**src/rtl/uart_tx_arbiter_if.sv**
```systemverilog
// rtl/uart_tx_arbiter_if.sv - requester and TX FIFO push signals shared by uart_tx_arbiter
// master: arbiter side; slave: requesters plus FIFO side.
interface uart_tx_arbiter_if #(
  parameter int NREQ   = 2,
  parameter int DWIDTH = 8
);
  logic [NREQ-1:0]        req;
  logic [NREQ*DWIDTH-1:0] req_data;
  logic [NREQ-1:0]        req_last;
  logic [NREQ-1:0]        req_ack;
  logic [NREQ-1:0]        grant;
  logic                   busy;
  logic                   fifo_full;
  logic                   fifo_wr;
  logic [DWIDTH-1:0]      fifo_wdata;

  modport master (
    input  req, req_data, req_last, fifo_full,
    output req_ack, grant, busy, fifo_wr, fifo_wdata
  );

  modport slave (
    output req, req_data, req_last, fifo_full,
    input  req_ack, grant, busy, fifo_wr, fifo_wdata
  );
endinterface

```
**src/rtl/uart_tx_arbiter.sv**
```systemverilog
// rtl/uart_tx_arbiter.sv - packet-locked round-robin arbiter for the UART TX FIFO write port
// Define ARB_TIMEOUT_EN to release a locked grant after TIMEOUT cycles without a request.
module uart_tx_arbiter #(
  parameter int NREQ    = 2,
  parameter int DWIDTH  = 8,
  parameter int TIMEOUT = 16
) (
  input  logic              clk,
  input  logic              rst,
  uart_tx_arbiter_if.master bus
);
  localparam int IW = (NREQ > 1) ? $clog2(NREQ) : 1;

  localparam logic [0:0] IDLE = 1'b0;
  localparam logic [0:0] LOCK = 1'b1;

  logic [0:0]        state;
  logic [NREQ-1:0]   grant_q;
  logic [IW-1:0]     last_ptr;
  logic [IW-1:0]     g_idx;
  logic [IW-1:0]     cand;
  logic [IW-1:0]     pick_idx;
  logic              pick_vld;
  logic              push;
  logic              done;
  logic              release_lock;
  logic [DWIDTH-1:0] data_arr [NREQ];

  for (genvar i = 0; i < NREQ; i++) begin : g_unpack
    assign data_arr[i] = bus.req_data[i*DWIDTH +: DWIDTH];
  end

  always_comb begin
    g_idx = '0;
    for (int i = 0; i < NREQ; i++) begin
      if (grant_q[i]) g_idx = IW'(i);
    end
  end

  // Scan from farthest offset down so the slot right after the last winner ends up chosen.
  always_comb begin
    pick_vld = 1'b0;
    pick_idx = '0;
    cand     = '0;
    for (int k = NREQ; k >= 1; k--) begin
      cand = IW'((int'(last_ptr) + k) % NREQ);
      if (bus.req[cand]) begin
        pick_vld = 1'b1;
        pick_idx = cand;
      end
    end
  end

  assign push           = (state == LOCK) && bus.req[g_idx] && !bus.fifo_full;
  assign done           = push && bus.req_last[g_idx];
  assign bus.fifo_wr    = push;
  assign bus.fifo_wdata = (state == LOCK) ? data_arr[g_idx] : '0;
  assign bus.req_ack    = push ? grant_q : '0;
  assign bus.grant      = grant_q;
  assign bus.busy       = (state == LOCK);

`ifdef ARB_TIMEOUT_EN
  localparam int CW = $clog2(TIMEOUT + 1);

  logic [CW-1:0] stall_cnt;
  logic          expire;

  // A full FIFO with the requester still valid is not a stall; only a silent requester counts.
  assign expire = (state == LOCK) && !bus.req[g_idx] && (stall_cnt == CW'(TIMEOUT - 1));

  always_ff @(posedge clk or posedge rst) begin
    if (rst) begin
      stall_cnt <= '0;
    end else if ((state != LOCK) || push || expire) begin
      stall_cnt <= '0;
    end else if (!bus.req[g_idx]) begin
      stall_cnt <= stall_cnt + CW'(1);
    end
  end

  assign release_lock = done || expire;
`else
  assign release_lock = done;
`endif

  always_ff @(posedge clk or posedge rst) begin
    if (rst) begin
      state    <= IDLE;
      grant_q  <= '0;
      last_ptr <= IW'(NREQ - 1);
    end else if (state == IDLE) begin
      if (pick_vld) begin
        state   <= LOCK;
        grant_q <= NREQ'(1) << pick_idx;
      end
    end else if (release_lock) begin
      state    <= IDLE;
      grant_q  <= '0;
      last_ptr <= g_idx;
    end
  end
endmodule

```
**src/flat_wrapper.sv**
```systemverilog
// flat-port wrapper written by rule: the top's interface ports become plain ports
module uart_tx_arbiter_flat 
#(
  parameter int NREQ    = 2,
  parameter int DWIDTH  = 8,
  parameter int TIMEOUT = 16
)
  (clk, rst, bus_req, bus_req_data, bus_req_last, bus_fifo_full, bus_req_ack, bus_grant, bus_busy, bus_fifo_wr, bus_fifo_wdata);
  uart_tx_arbiter_if #(.NREQ(NREQ), .DWIDTH(DWIDTH)) bus_i ();
  input  logic clk;
  input  logic rst;
  input wire logic [$bits(bus_i.req)-1:0] bus_req;
  input wire logic [$bits(bus_i.req_data)-1:0] bus_req_data;
  input wire logic [$bits(bus_i.req_last)-1:0] bus_req_last;
  input wire logic [$bits(bus_i.fifo_full)-1:0] bus_fifo_full;
  output wire logic [$bits(bus_i.req_ack)-1:0] bus_req_ack;
  output wire logic [$bits(bus_i.grant)-1:0] bus_grant;
  output wire logic [$bits(bus_i.busy)-1:0] bus_busy;
  output wire logic [$bits(bus_i.fifo_wr)-1:0] bus_fifo_wr;
  output wire logic [$bits(bus_i.fifo_wdata)-1:0] bus_fifo_wdata;
  assign bus_i.req = bus_req;
  assign bus_i.req_data = bus_req_data;
  assign bus_i.req_last = bus_req_last;
  assign bus_i.fifo_full = bus_fifo_full;
  assign bus_req_ack = bus_i.req_ack;
  assign bus_grant = bus_i.grant;
  assign bus_busy = bus_i.busy;
  assign bus_fifo_wr = bus_i.fifo_wr;
  assign bus_fifo_wdata = bus_i.fifo_wdata;
  uart_tx_arbiter #(.NREQ(NREQ), .DWIDTH(DWIDTH), .TIMEOUT(TIMEOUT)) u_core (.clk(clk), .rst(rst), .bus(bus_i));
endmodule
```
**config.mk**
```make
export PLATFORM = sky130hd
export DESIGN_NAME = uart_tx_arbiter_flat
export DESIGN_NICKNAME = d
export VERILOG_FILES = /design/src/rtl/uart_tx_arbiter_if.sv /design/src/rtl/uart_tx_arbiter.sv /design/src/flat_wrapper.sv
export SDC_FILE = /design/constraint.sdc
export NUM_CORES = 1
export LEC_CHECK = 0
export BUFFER_PORTS_ARGS = -buffer_cell sky130_fd_sc_hd__buf_2
export CORE_AREA = 2 2 39 41
export CTS_BUF_LIST = sky130_fd_sc_hd__clkbuf_8
export CTS_CLUSTER_DIAMETER = 200
export CTS_CLUSTER_SIZE = 20
export DETAILED_ROUTE_END_ITERATION = 7
export DIE_AREA = 0 0 41 43
export PLACE_DENSITY = 0.65
export SLEW_MARGIN = 20
export SYNTH_ARGS = -nofsm -noshare
export SYNTH_HDL_FRONTEND = slang
export SYNTH_SLANG_ARGS = --single-unit
```
**constraint.sdc**
```tcl
create_clock -name clk -period 1.5 [get_ports clk]
set_clock_uncertainty 0.2 [all_clocks]
set_input_delay 0.3 -clock clk [delete_from_list [all_inputs] [get_ports clk]]
set_output_delay 0.3 -clock clk [all_outputs]
set_load 0.02 [all_outputs]
```
---- Yosys cells after proc, flatten, opt, wreduce, memory -nomap -nowiden ----
Cells that the tools add are included.
cells by class
  add/subtract/negate cells ............... 2
  $mul .................................... 0
  div/mod/pow operators ................... 0
  order comparisons ....................... 4
  equal/unequal tests ..................... 1
  shift operators ......................... 1
  mux-type cells .......................... 24
  bitwise operators ....................... 1
  reductions and logical operators ........ 7
operator list
  kind                                                                           count
  8-bit 2-to-1 mux                                                               4
  1-bit 2-to-1 mux                                                               16
  2-bit 2-to-1 mux                                                               4
  1-bit by 2-bit less-than comparator with 1-bit output (second input constant)  3
  2-bit AND reduction                                                            2
  1-bit logical AND                                                              3
  1-bit adder (second input constant)                                            2
  2-bit >= comparator (second input constant)                                    1
  2-bit != test (second input constant)                                          1
  1-bit NOT with 2-bit output                                                    1
  2-bit nonzero test                                                             1
  1-bit by 1-bit << shifter with 2-bit output (first input constant)             1
  1-bit zero test                                                                1
storage, ports and cells
  register bits after elaboration ......... 4
  bits in latches ......................... 0
  bits in writable memories ............... 0
  bits in read-only memories .............. 0
  input bits .............................. 23
  output and inout bits ................... 14
  memories ................................ 0

---- Depth between registers and ports, before layout ----
Gate-level depths: netlist (run 1).
  word-level depth ........................ 8
  depth in mapped cells ................... 4
  depth with buffers taken out ............ 3

---- Worst setup path after synthesis (run 1) ----
No wires, ideal clock.
  kind .................................... register to output
  start point ............................. register u_core.state (netlist: u_core.bus.busy)
  end point ............................... output port bus_req_ack[0]
  arrival ................................. 1.238 ns
  required time ........................... 1.000 ns
  setup slack ............................. -0.238 ns
  stages on the path, launching flop included .. 4
  path buffers ............................ 0
  cells stage by stage .................... dfrtp_1 -> nand2b_1 -> nor2_1 -> and2_1
between the ends
  cells in the longest elaborated chain, start to end .. 3
ends and longest elaborated chain
  element                          RTL line               source
  from (decl)                      uart_tx_arbiter.sv:17  logic [0:0] state;
  from (signal assigned)           uart_tx_arbiter.sv:88  state <= IDLE;
  from (signal assigned)           uart_tx_arbiter.sv:93  state <= LOCK;
  from (signal assigned)           uart_tx_arbiter.sv:97  state <= IDLE;
  1-bit logical AND (2 in series)  uart_tx_arbiter.sv:54  assign push = (state == LOCK) && bus.req[g_idx] && !bus.fifo_full;
  named net bus_fifo_wr            flat_wrapper.sv:19     output wire logic [$bits(bus_i.fifo_wr)-1:0] bus_fifo_wr;
  2-bit 2-to-1 mux                 uart_tx_arbiter.sv:58  assign bus.req_ack = push ? grant_q : '0;
  to (decl)                        flat_wrapper.sv:16     output wire logic [$bits(bus_i.req_ack)-1:0] bus_req_ack;
The timed path passes the listed nets, and every way through them passes these cells.

---- Worst setup path in the final report (run 1) ----
  start point ............................. register u_core.grant_q[1] (netlist: u_core.bus.grant[1])
  end point ............................... output port bus_req_ack[0]
between the ends
  cells in the longest elaborated chain, start to end .. 6
ends and longest elaborated chain
  element                                               RTL line               source
  from (decl)                                           uart_tx_arbiter.sv:18  logic [NREQ-1:0] grant_q;
  from (signal assigned)                                uart_tx_arbiter.sv:94  grant_q <= NREQ'(1) << pick_idx;
  1-bit 2-to-1 mux                                      uart_tx_arbiter.sv:36  if (grant_q[i]) g_idx = IW'(i);
  1-bit 2-to-1 mux (not written as such) (2 in series)  uart_tx_arbiter.sv:54
  1-bit logical AND (2 in series)                       uart_tx_arbiter.sv:54
  2-bit 2-to-1 mux                                      uart_tx_arbiter.sv:58
No other way between the ends. The select of a mux whose other input is x is not followed.

==> out/metrics.cfg, run 1 <==
[status]
status=finished with violations
violations=setup timing

[clock_tree]
clk_pin_slew_ns=0.03
clock_latency_ns=0.22
cts_sinks=4
cts_buffers=3
htree_levels=1
clock-root-buffer=clkbuf_8
cts_max_path_buffers=2
cts_tree=done

[sta]
clock.fmax_mhz=580
setup_viol=11
finalWorstSetupSlack_ns=-0.224
rsz0062_at_grt=true
fin_crit_sh_pct=115
min_period_ns=1.72
slew_headroom_pct=82.9
hold_ws_ns=0.120
hold_viol=0
max_slew.worst_pin.slew_ns=0.252
drv_slew=0

[layout]
drive_gt1_share_pct=67.0
nFillCells=139
nNetsFinal=118
diodes=0
syn2layout_area_growth_pct=102
final_cells=110

[global_route]
grt_pass1_vias=452
top_usage_layer=met2
antenna_found_initial=0
met3_usage_pct=3.14
grt_max_degree=13
track_usage_pct=14.1
grt_use_met2_pct=23.4
grt_pass1_wl_um=1690
grt_use_met1_pct=15.1
grt-ovfl-total=0

[synthesis]
syn_nets=69
synth-adder-area-share_pct=0
synth_cell_types=20
ys_ff_latch=4
synth_simple_gate_area_share_pct=25.8
synth_compound_area_share_pct=9.73
netlist_instances=46
yosysSeqAreaShare_pct=27.2
synth_top_family_by_area=multiplexers
synth_mux_area_share_pct=26.8
yosys_warnings=0
syn_avg_cell_area_um2=8.11
syn_area_um2=373
yosys.area_share.xor_xnor_pct=0

[worst_setup_path]
path_max_fanout=2
critPathKind=reg2out
arrival_ns=1.22
critical_path.startpoint_type=register
cp.required_ns=1.00
cp-end-kind=output pin
r2r_slack_ns=0.07

[routing]
wirelength_um=1130
first_iter_violations=4
drc=0
wl_per_cell_um=10.3
firstDrtPassIters=2
viasPerCell=4.55
vias=501
ant_nets=0

[floorplanning]
fp.coreArea_um2=1380
num_rows=14
die_h_um=43
die_w_um=41
die_area_um2=1760
initial_utilization_pct=26.9
ios=37

[power_and_ir_drop]
power_frac_comb_pct=64.3
leakagePower_nw=0.399
clkPwrFrac_pct=19.8
report.power.total_mw=1.21
p_per_area_nw_per_um2=1610
internal_power_mw=0.703
switching_power_mw=0.509
ir_drop_mv=0.681
seqPwrFrac_pct=15.9
p_sw_share_pct=42.0

[flow_run]
drv_cap=0

[min_path]
min_path_type=in2reg

[placed_design]
portBuffers=36
gp_congestion=0.741
place_inst=104
dp_worst_setup_slack_ns=-0.0319
dp_hpwl_um=932

==> logic make-up after synthesis <==
group	after synthesis
AOI/OAI and AO/OA	5
DFF	4
muxes	10
buffers and inverters	6
and+or+nand+nor	21
==> worst paths after layout <==
kind	from	to	cells past startpoint
worst min-delay path	bus_req_last[1]	u_core.bus.grant[1]	2
max in group asynchronous	rst	u_core.last_ptr	3
worst min register to register	u_core.last_ptr	u_core.last_ptr	2
worst max-delay path	u_core.bus.grant[1]	bus_req_ack[0]	4
min in group asynchronous	rst	u_core.bus.busy	3
worst max register to register	u_core.bus.grant[1]	u_core.bus.grant[0]	4
==> cell usage in the layout, fill, tap and decap left out <==
cell type	n
dfrtp_1	3
buf_4	11
dfstp_2	1
nor2_1	3
clkbuf_8	3
nand2_1	3
buf_2	32
mux2i_2	2
nor2_4	1
nor2_2	6
buf_6	4
a31oi_1	1
o31ai_1	1
and2_4	1
and3_1	1
a32oi_1	1
a311oi_2	1
nand4_1	1
nor2b_1	1
nand2b_1	2
dlygate4sd3_1	1
nor3_1	1
mux2i_1	8
inv_1	3
nor3_4	1
a21oi_1	1
==> synthesized netlist by cell type <==
| library cell | instances | area (um2) |
|---|---|---|
| mux2i_1 | 10 | 100 |
| nor2_1 | 10 | 37.5 |
| dfrtp_1 | 3 | 75.1 |
| nand2_1 | 3 | 11.3 |
| buf_4 | 2 | 15.0 |
| inv_1 | 2 | 7.51 |
| nand2b_1 | 2 | 12.5 |
| nor3_1 | 2 | 10.0 |
| a21oi_1 | 1 | 5.00 |
| a311oi_1 | 1 | 8.76 |
| a31oi_1 | 1 | 6.26 |
| a32oi_1 | 1 | 8.76 |
| and2_1 | 1 | 6.26 |
| and3_1 | 1 | 6.26 |
| buf_2 | 1 | 5.00 |
| buf_6 | 1 | 11.3 |
| dfstp_2 | 1 | 26.3 |
| nand4_1 | 1 | 6.26 |
| nor2b_1 | 1 | 6.26 |
| o31ai_1 | 1 | 7.51 |
==> worst max-delay path, stage by stage, from the launching register on <==
cell	delay, ns
dfrtp_1	0.38
mux2i_2	0.31
nor2_4	0.05
and2_4	0.15
buf_6	0.12
==> area by class of cell <==
type | count | area (um2) | area share [%]
timing repair buffer | 48 | 298 | 39.5
multi-input combinational | 36 | 283 | 37.5
tap | 16 | 20.0 | 2.65
inverter | 2 | 7.51 | 0.995
clock buffer | 3 | 41.3 | 5.47
clock inverter | 1 | 3.75 | 0.498
sequential | 4 | 101 | 13.4
==> through the flow <==
stage	area, um2	setup TNS, ns	utilization [%]
finish	754	-2.05	54.5
global route	754	-2.66	54.5
CTS	734	-2.21	53.1
detailed placement	644	-0.0963	46.6
global placement	644	0	46.6
floorplan	400	-0.189	-
==> registers in the layout, indices dropped and copies added, names as in the netlist <==
signal / flops
u_core.bus.busy: 1
u_core.bus.grant: 2
u_core.last_ptr: 1
==> per-layer routing <==
layer  share of wire, %  routed length, um
met1                 38                430
met2                 52                591
met3                7.8                 88
met4                1.9                 21
met5                  0                  0
==> power groups by stage <==
| stage | logic [mW] | registers (mW) | clock network (mW) |
|---|---|---|---|
| 6_report | 0.779 | 0.193 | 0.239 |
| 5_1_grt | 0.847 | 0.198 | 0.253 |
| 4_1_cts | 0.756 | 0.194 | 0.245 |
| 3_5_place_dp | 0.710 | 0.191 | 0 |
| 3_3_place_gp | 0.703 | 0.189 | 0 |
| 2_1_floorplan | 0.493 | 0.208 | 0 |
==> timing repair <==
action,CTS,global route
gates resized for setup,7,6
hold endpoints to repair,4,0
buffers inserted,2,0
setup endpoints to repair,12,14
hold buffers,1,0
pin swaps,0,1
Note: power is estimated with default switching activity, not from simulation.
==> run 2, diff against run 1 <==
PLACE_DENSITY = 0.71   (was 0.65)
==> out/metrics.cfg, run 2 (synthesis results as in run 1) <==
[clock_tree]
clock_latency_ns=0.22
htree_levels=1
cts_sinks=4
cts_buffers=3
cts_max_path_buffers=2
cts_tree=done
clk_pin_slew_ns=0.04
clock-root-buffer=clkbuf_8

[worst_setup_path]
rr_worst_depth=4
arrival_ns=1.24
cp-end-kind=output pin
critPathKind=reg2out
critical_path.startpoint_type=register
critPathLaunch=u_core.bus.grant[1]
path_max_fanout=3
r2r_slack_ns=0.02
regToRegEndpoint=u_core.bus.grant[0]
cp.required_ns=1.00
r2r-start=u_core.bus.grant[1]

[power_and_ir_drop]
report.power.total_mw=1.18
p_per_area_nw_per_um2=1630
ir_drop_mv=0.655
leakagePower_nw=0.387

[global_route]
track_usage_pct=14.9
grt_max_degree=9
grt_pass1_wl_um=1750
grt_pass1_vias=458
grt-ovfl-total=0
antenna_found_initial=0

[status]
violations=setup timing
status=finished with violations

[sta]
clock.fmax_mhz=576
setup_viol=11
hold_viol=0
fin_crit_sh_pct=116
finalWorstSetupSlack_ns=-0.237
drv_slew=0
min_period_ns=1.74
hold_ws_ns=0.108
max_slew.worst_pin.slew_ns=0.244
rsz0062_at_grt=true
slew_headroom_pct=83.4

[layout]
nFillCells=126
syn2layout_area_growth_pct=93.6
drive_gt1_share_pct=65.6
mostFrequentLayoutCells=buf_2 (34), buf_4 (10), mux2i_1 (8)
mostFrequentLayoutCell=buf_2
nNetsFinal=117
diodes=0
largest_reg_flops=2

[routing]
wl_per_cell_um=10.4
wl_met2_um=528
vias=504
drt-met1-wl_um=431
first_iter_violations=4
drc=0
firstDrtPassIters=4
routed-wl-met3_um=136
viasPerCell=4.62
top_layer=met4
ant_nets=0
wirelength_um=1130

[floorplanning]
ios=37
num_rows=14
die_w_um=41
fp.coreArea_um2=1380
die_area_um2=1760
initial_utilization_pct=26.9
die_h_um=43

[min_path]
hold_end=u_core.bus.grant[1]
holdPathStages=2
min_path_type=in2reg
min-delay-start=bus_req_last[1]

[placed_design]
gp_congestion=0.703
portBuffers=36
dp_hpwl_um=935

[flow_run]
drv_cap=0

==> run 2: changes by cell type in the layout (fill, tap and decap cells not counted) <==
cell / before / now
a311oi_1: 0 / 1
a311oi_2: 1 / 0
buf_2: 32 / 34
buf_4: 11 / 10
buf_6: 4 / 2
nor3_2: 0 / 1
nor3_4: 1 / 0
==> run 2: cell type report <==
type	instances	area, um2	share of cell area [%]
Clock buffer	3	41.3	5.72
Sequential cell	4	101	14.0
Multi-Input combinational cell	36	270	37.4
Inverter	2	7.51	1.04
Tap cell	16	20.0	2.77
Clock inverter	1	3.75	0.520
Timing Repair Buffer	47	278	38.5
==> run 2: how the worst max path moves through the flow <==
stage | to | slack [ns] | cells after the start
6_report | bus_req_ack[0] | -0.24 | 4
5_1_grt | bus_fifo_wdata[0] | -0.29 | 4
4_1_cts | bus_req_ack[0] | -0.23 | 4
3_5_place_dp | bus_req_ack[0] | -0.05 | 4
3_3_place_gp | bus_req_ack[0] | -0.02 | 4
2_1_floorplan | bus_fifo_wdata[0] | -0.06 | 3
==> run 2: report_power, final <==
group | switching (mW) | internal [mW]
sequential | 0.0358 | 0.160
combinational | 0.403 | 0.333
clock | 0.0683 | 0.176
total | 0.507 | 0.669
==> run 2: layer usage <==
metal | up-vias | global-route usage [%]
li1 | 251 | -
met1 | 213 | 15.9
met2 | 36 | 23.4
met3 | 4 | 3.14
met4 | 0 | 12.0
met5 | - | 0
==> run 2: repair_timing <==
action                                  in CTS  in global routing
setup buffers                                1                  0
pin swaps                                    0                  1
hold buffers                                 1                  0
endpoints found under the hold margin        4                  0
endpoints found under the setup margin      11                 13
resized for setup                            4                  3
==> run 2: per-stage QoR <==
stage	TNS [ns]	worst slack (ns)	instance area, um2	instances	util, %
global route	-2.78	-0.294	722	109	52.2
finish	-2.03	-0.237	722	109	52.2
floorplan	-0.189	-0.0644	400	46	-
detailed placement	-0.0473	-0.0473	644	104	46.6
global placement	-0.0188	-0.0188	644	104	46.6
CTS	-2.06	-0.229	719	110	52.0
==> run 2: worst max-delay path, stage by stage (launching register included) <==
cell	delay, ns
dfrtp_1	0.38
mux2i_2	0.30
nor2_4	0.05
and2_4	0.16
buf_6	0.12
